[config.mk]
export PLATFORM = sky130hd
export DESIGN_NAME = fpalu_arb_flat
export DESIGN_NICKNAME = d
export VERILOG_FILES = /design/src/rtl/fpalu_arb_if.sv /design/src/rtl/fpalu_arb.sv /design/src/flat_wrapper.sv
export SDC_FILE = /design/constraint.sdc
export NUM_CORES = 1
export LEC_CHECK = 0
export CAP_MARGIN = 20
export CORE_UTILIZATION = 35
export CTS_CLUSTER_SIZE = 24
export DETAILED_ROUTE_END_ITERATION = 10
export PLACE_DENSITY = 0.74
export SETUP_SLACK_MARGIN = 0.3
export SLEW_MARGIN = 10
export SYNTH_ARGS = -nofsm -noshare
export SYNTH_HDL_FRONTEND = slang
export SYNTH_SLANG_ARGS = --single-unit
[constraint.sdc]
create_clock -name clk -period 2.7 [get_ports clk]
set_clock_uncertainty 0.15 [all_clocks]
set_input_delay 0.54 -clock clk [delete_from_list [all_inputs] [get_ports clk]]
set_output_delay 0.54 -clock clk [all_outputs]
set_load 0.05 [all_outputs]
[src/rtl/fpalu_arb_if.sv]
`default_nettype none
// ============================================================================
// Module      : fpalu_arb_if
// Description : Requester, FPALU and response signal bundle for the
//               two-requester FPALU arbiter.
// Revision    : 1.0 - initial release
// ============================================================================
interface fpalu_arb_if;
    // requester 0
    logic        req0_valid;
    logic        req0_ready;
    logic [1:0]  req0_opcode;
    logic [28:0] req0_a;
    logic [28:0] req0_b;
    // requester 1
    logic        req1_valid;
    logic        req1_ready;
    logic [1:0]  req1_opcode;
    logic [28:0] req1_a;
    logic [28:0] req1_b;
    // FPALU side
    logic [1:0]  alu_opcode;
    logic [28:0] alu_a;
    logic [28:0] alu_b;
    logic [28:0] alu_y;
    // responses
    logic        rsp0_valid;
    logic        rsp1_valid;
    logic [28:0] rsp_y;
    logic        busy;

    // requesters plus the FPALU result path
    modport master (
        output req0_valid, req0_opcode, req0_a, req0_b,
        output req1_valid, req1_opcode, req1_a, req1_b,
        output alu_y,
        input  req0_ready, req1_ready,
        input  alu_opcode, alu_a, alu_b,
        input  rsp0_valid, rsp1_valid, rsp_y, busy
    );

    // the arbiter
    modport slave (
        input  req0_valid, req0_opcode, req0_a, req0_b,
        input  req1_valid, req1_opcode, req1_a, req1_b,
        input  alu_y,
        output req0_ready, req1_ready,
        output alu_opcode, alu_a, alu_b,
        output rsp0_valid, rsp1_valid, rsp_y, busy
    );
endinterface
`default_nettype wire

[src/rtl/fpalu_arb.sv]
`default_nettype none
// ============================================================================
// Module      : fpalu_arb
// Description : Round-robin arbiter sharing one pipelined FPALU between two
//               requesters. Tracks in-flight operations in a LAT+1 deep
//               tag shift register and routes each result back to its owner
//               in issue order. Optionally drains the pipeline before an
//               opcode change.
// Revision    : 1.0 - initial release
// ============================================================================
module fpalu_arb #(
    parameter int LAT               = 2,
    parameter bit DRAIN_ON_OPSWITCH = 1'b1
) (
    input  logic       clk,
    input  logic       rst_n,
    fpalu_arb_if.slave bus
);

    localparam logic [1:0] C_OP_ADD = 2'b11;

    typedef enum logic [1:0] {
        ST_IDLE  = 2'd0,
        ST_RUN   = 2'd1,
        ST_DRAIN = 2'd2
    } state_t;

    state_t       r_state;
    logic         r_ptr;
    logic [LAT:0] r_trk_vld;
    logic [LAT:0] r_trk_tag;

    logic         w_busy;
    logic         w_win_vld;
    logic         w_win_id;
    logic [1:0]   w_win_op;
    logic [28:0]  w_win_a;
    logic [28:0]  w_win_b;
    logic         w_opswitch;
    logic         w_stall;
    logic         w_accept;

    // Pick the round-robin winner and decide whether it may issue this cycle.
    // Ready is gated by rst_n so it reads low for the whole reset window.
    always_comb begin
        w_win_vld = bus.req0_valid | bus.req1_valid;
        if (r_ptr == 1'b0) begin
            w_win_id = bus.req0_valid ? 1'b0 : 1'b1;
        end else begin
            w_win_id = bus.req1_valid ? 1'b1 : 1'b0;
        end
        w_win_op   = w_win_id ? bus.req1_opcode : bus.req0_opcode;
        w_win_a    = w_win_id ? bus.req1_a      : bus.req0_a;
        w_win_b    = w_win_id ? bus.req1_b      : bus.req0_b;
        w_busy     = |r_trk_vld;
        // an opcode change may not enter a pipeline still holding the old opcode
        w_opswitch = DRAIN_ON_OPSWITCH && w_win_vld && w_busy
                     && (w_win_op != bus.alu_opcode);
        // once draining, hold both requesters off until the pipeline is empty
        w_stall    = w_opswitch || ((r_state == ST_DRAIN) && w_busy);
        w_accept   = rst_n && w_win_vld && !w_stall;
        bus.req0_ready = w_accept && !w_win_id;
        bus.req1_ready = w_accept &&  w_win_id;
        bus.busy       = w_busy;
    end

    // Control FSM, priority pointer, operand registers, tracking shift
    // register and registered response outputs.
    always_ff @(posedge clk or negedge rst_n) begin
        if (!rst_n) begin
            r_state        <= ST_IDLE;
            r_ptr          <= 1'b0;
            r_trk_vld      <= '0;
            r_trk_tag      <= '0;
            bus.alu_opcode <= C_OP_ADD;
            bus.alu_a      <= '0;
            bus.alu_b      <= '0;
            bus.rsp0_valid <= 1'b0;
            bus.rsp1_valid <= 1'b0;
            bus.rsp_y      <= '0;
        end else begin
            // slot 0 records this cycle's issue; the tail slot is the
            // operation whose result is on alu_y now
            r_trk_vld <= {r_trk_vld[LAT-1:0], w_accept};
            r_trk_tag <= {r_trk_tag[LAT-1:0], w_win_id};

            if (w_accept) begin
                bus.alu_opcode <= w_win_op;
                bus.alu_a      <= w_win_a;
                bus.alu_b      <= w_win_b;
                r_ptr          <= ~w_win_id;
            end

            bus.rsp0_valid <= r_trk_vld[LAT] && !r_trk_tag[LAT];
            bus.rsp1_valid <= r_trk_vld[LAT] &&  r_trk_tag[LAT];
            if (r_trk_vld[LAT]) begin
                bus.rsp_y <= bus.alu_y;
            end

            case (r_state)
                ST_IDLE: begin
                    if (w_accept) begin
                        r_state <= ST_RUN;
                    end
                end
                ST_RUN: begin
                    if (w_opswitch) begin
                        r_state <= ST_DRAIN;
                    end else if (!w_accept && !w_busy) begin
                        r_state <= ST_IDLE;
                    end
                end
                ST_DRAIN: begin
                    if (w_accept) begin
                        r_state <= ST_RUN;
                    end else if (!w_busy && !w_win_vld) begin
                        r_state <= ST_IDLE;
                    end
                end
                default: begin
                    r_state <= ST_IDLE;
                end
            endcase
        end
    end

endmodule
`default_nettype wire

[src/flat_wrapper.sv]
// flat-port wrapper written by rule: the top's interface ports become plain ports
module fpalu_arb_flat 
#(
    parameter int LAT               = 2,
    parameter bit DRAIN_ON_OPSWITCH = 1'b1
)
  (clk, rst_n, bus_req0_valid, bus_req0_opcode, bus_req0_a, bus_req0_b, bus_req1_valid, bus_req1_opcode, bus_req1_a, bus_req1_b, bus_alu_y, bus_req0_ready, bus_req1_ready, bus_alu_opcode, bus_alu_a, bus_alu_b, bus_rsp0_valid, bus_rsp1_valid, bus_rsp_y, bus_busy);
  fpalu_arb_if bus_i ();
  input  logic clk;
  input  logic rst_n;
  input wire logic [$bits(bus_i.req0_valid)-1:0] bus_req0_valid;
  input wire logic [$bits(bus_i.req0_opcode)-1:0] bus_req0_opcode;
  input wire logic [$bits(bus_i.req0_a)-1:0] bus_req0_a;
  input wire logic [$bits(bus_i.req0_b)-1:0] bus_req0_b;
  input wire logic [$bits(bus_i.req1_valid)-1:0] bus_req1_valid;
  input wire logic [$bits(bus_i.req1_opcode)-1:0] bus_req1_opcode;
  input wire logic [$bits(bus_i.req1_a)-1:0] bus_req1_a;
  input wire logic [$bits(bus_i.req1_b)-1:0] bus_req1_b;
  input wire logic [$bits(bus_i.alu_y)-1:0] bus_alu_y;
  output wire logic [$bits(bus_i.req0_ready)-1:0] bus_req0_ready;
  output wire logic [$bits(bus_i.req1_ready)-1:0] bus_req1_ready;
  output wire logic [$bits(bus_i.alu_opcode)-1:0] bus_alu_opcode;
  output wire logic [$bits(bus_i.alu_a)-1:0] bus_alu_a;
  output wire logic [$bits(bus_i.alu_b)-1:0] bus_alu_b;
  output wire logic [$bits(bus_i.rsp0_valid)-1:0] bus_rsp0_valid;
  output wire logic [$bits(bus_i.rsp1_valid)-1:0] bus_rsp1_valid;
  output wire logic [$bits(bus_i.rsp_y)-1:0] bus_rsp_y;
  output wire logic [$bits(bus_i.busy)-1:0] bus_busy;
  assign bus_i.req0_valid = bus_req0_valid;
  assign bus_i.req0_opcode = bus_req0_opcode;
  assign bus_i.req0_a = bus_req0_a;
  assign bus_i.req0_b = bus_req0_b;
  assign bus_i.req1_valid = bus_req1_valid;
  assign bus_i.req1_opcode = bus_req1_opcode;
  assign bus_i.req1_a = bus_req1_a;
  assign bus_i.req1_b = bus_req1_b;
  assign bus_i.alu_y = bus_alu_y;
  assign bus_req0_ready = bus_i.req0_ready;
  assign bus_req1_ready = bus_i.req1_ready;
  assign bus_alu_opcode = bus_i.alu_opcode;
  assign bus_alu_a = bus_i.alu_a;
  assign bus_alu_b = bus_i.alu_b;
  assign bus_rsp0_valid = bus_i.rsp0_valid;
  assign bus_rsp1_valid = bus_i.rsp1_valid;
  assign bus_rsp_y = bus_i.rsp_y;
  assign bus_busy = bus_i.busy;
  fpalu_arb #(.LAT(LAT), .DRAIN_ON_OPSWITCH(DRAIN_ON_OPSWITCH)) u_core (.clk(clk), .rst_n(rst_n), .bus(bus_i));
endmodule
==> results.md <==
* Status: complete, no violations
* CTS tree: yes
* Int Power at 5.13 mW
* Final Power at 10.0 mW
* Cell Count, Final, Fillers Out at 800
* Part of the cycle the worst path needs at 96.8%
* Crit Path Category: reg -> out
* Vias at 3884
* Fmax at 0.382 GHz
* Area post-placement at 0.00713 mm²
* DR DRC count at 0
* Synth area leaders: dfrtp_1, mux2i_1, mux2_2
* Post-Syn Area at 0.00444 mm²
* Hold Buf Count CTS at 0
* Synth Net Count at 533
* TritonCTS Sinks at 100
* Largest net degree at the start of global routing at 63
* Slew Viols, Final at 0
* Routed vias/inst at 4.86
* Core area at 0.0122 mm²
* Cells after Synth at 380
* Final TNS setup at 0 ps
* Max-cap viol count at 0
* Unrepaired setup endpoints after global routing: true
* Design Area, Final at 0.00752 mm²
* Combinational share of power at 61.4%
* DIE HEIGHT at 115 µm
* H-tree depth at 3
* Clk pin slew, worst setup/hold paths at 80 ps
* Synth cell types at 30
* Antenna violations before repair at 0
* N_diodes at 0
* Number of CTS-inserted buffers at 9
* First-pass detailed-route iteration total at 4
* CP Capture Type: output port
* Final hold violations at 0
* Syn Area/Cell at 11.7 µm²
* FF+latch count, synth at 100
* Final Wtd Congestion at 0.712
* Rows at 40
* Slew headroom at 50.5%
* Leak pwr at 3.15 nW
* Dpl hpwl at 9.29 mm
* Clock Tree Buf Depth at 2
* Area share of the largest cell type after synthesis at 55.3%
* Die area at 0.0131 mm²
* Port-buffer cells at 246
* DIE WIDTH at 115 µm
* Final WL at 12.6 mm
* Crit path DAT at 1920 ps
* First-pass GRT wire length at 19.7 mm
* Final ANT Viol Nets at 0
* Fin crit period at 2610 ps
* GRT Total Usage at 19.3%
* Sw Share at 48.8%
* Initial Util at 36.5%
* VDD IR-drop max at 0.631 mV
* Routed WL per cell at 15.7 µm
* Clock Power Share at 12.5%
* Vias in the first global route at 4040
* Layout cells sized above 1 at 14.1%
* IO Pins at 247
* CP startpoint kind: flip-flop
* Leading area contributor after synthesis: dfrtp_1
* P&R area growth vs syn at 69.6%
* Min-Delay Path Class: in -> async
* Required time worst endpoint at 2010 ps
* PwrDens at 1330 mW/mm²
* Final hold slack at 144 ps
* Sequential power share at 26.1%
* Max FO, Critical Path at 5
* Root Buffer Master: clkbuf_16
* Post-synthesis sequential area ratio at 56.5%
* GR Overflow Total at 0
* Clock Latency Late Sink at 340 ps
* Psw at 4.89 mW
* Yosys warning count at 0
* Cells after DPL at 780
* Layout Nets at 780
* Final setup fails at 0
* Iteration-0 DRC Markers at 209
* Tightest Pin Transition at 742 ps
[critical path, stage by stage, from the launching register on]
cell and delay, ps:
dfstp_2 570, nand2b_4 130, a22oi_2 50, nor2_2 180
a41oi_4 110, or2_4 280, nor2_4 110, buf_6 160
[power by group through the flow]
stage	Clock [mW]	Combinational [mW]	Sequential, mW
finish	1.25	6.15	2.61
floorplan	0	1.68	4.91
detailed placement	0	6.08	2.62
CTS	1.28	6.18	2.62
global placement	0	6.00	2.59
global route	1.35	6.47	2.70
[state kept, by name (all words and copies together), names as in the netlist]
register / cells
u_core.bus.alu_a: 29
u_core.bus.alu_b: 29
u_core.bus.alu_opcode: 2
u_core.bus.rsp0_valid: 1
u_core.bus.rsp1_valid: 1
u_core.bus.rsp_y: 29
u_core.r_ptr: 1
u_core.r_state: 2
u_core.r_trk_tag: 3
u_core.r_trk_vld: 3
[stage by stage]
step                worst slack [ps]  utilization, %
floorplan                      -21.0               -
global placement                -317            58.6
detailed placement              -366            58.6
CTS                             87.2            61.8
global route                   -2.68            61.9
finish                          85.2            61.9
[logic make-up after synthesis]
logic type             after synthesis  synth area share, %
AO/OA/AOI/OAI                      130                 15.5
flip-flops                         100                 56.5
multiplexers                        90                 21.2
buffers and inverters               31                 3.24
AND/OR/NAND/NOR                     29                 3.64
[path summary, 6_finish.rpt]
path,slack [ps],endpoint,cells past startpoint,start
max in group asynchronous,1650,u_core.bus.alu_b[11],2,rst_n
worst max-delay path,90,bus_req0_ready,7,u_core.bus.alu_opcode[0]
worst max register to register,420,u_core.bus.alu_b[7],9,u_core.bus.alu_opcode[0]
worst min register to register,210,u_core.r_trk_tag[2],0,u_core.r_trk_tag[1]
min in group clk,210,u_core.r_trk_tag[2],0,u_core.r_trk_tag[1]
worst min-delay path,140,u_core.bus.rsp_y[27],2,rst_n
[routing by layer]
metal	up-vias	global-route usage, %	share of wire, %
met3	24	4.55	6.7
met4	0	7.01	2.1
met2	164	36.0	53
li1	1853	-	-
met1	1843	21.1	38
met5	-	0	0
[cell usage in the layout (no fill, tap or decap), types with 4 or more instances in the layout]
master	synthesis	layout
clkdlybuf4s50_1	0	234
dfrtp_1	98	98
o21ai_1	63	62
mux2i_1	60	60
o21ai_0	61	60
mux2_2	29	29
buf_4	7	17
clkbuf_16	0	9
dlygate4sd2_1	0	8
nand2b_4	0	5
nor2b_1	7	5
nor2_1	7	4
[synthesized netlist by cell type (all sizes together)]
cell type / count
a211oi: 1
a22oi: 1
a41oi: 1
and2: 1
and3: 1
buf: 9
clkbuf: 19
clkinv: 1
dfrtp: 98
dfstp: 2
inv: 2
mux2: 30
mux2i: 60
nand2: 2
nand2b: 7
nor2: 7
nor2b: 7
nor3: 1
o211ai: 1
o21ai: 125
o21bai: 1
or2: 1
or3: 1
or4: 1
[repair_timing]
item,CTS,global route
pin swaps,6,0
resized for setup,22,3
endpoints found under the setup margin,43,41
buffers inserted,4,0
[layout make-up]
class                   count  area (µm²)
fillers                   993        4640
repair buffers            264        2620
flip-flops and latches    100        2500
multi-input cells         249        1890
clock buffers              10         239
well taps                 168         210
clock inverters             6        53.8
inverters                   3        12.5
No activity file was read; power rests on OpenSTA's default activity.
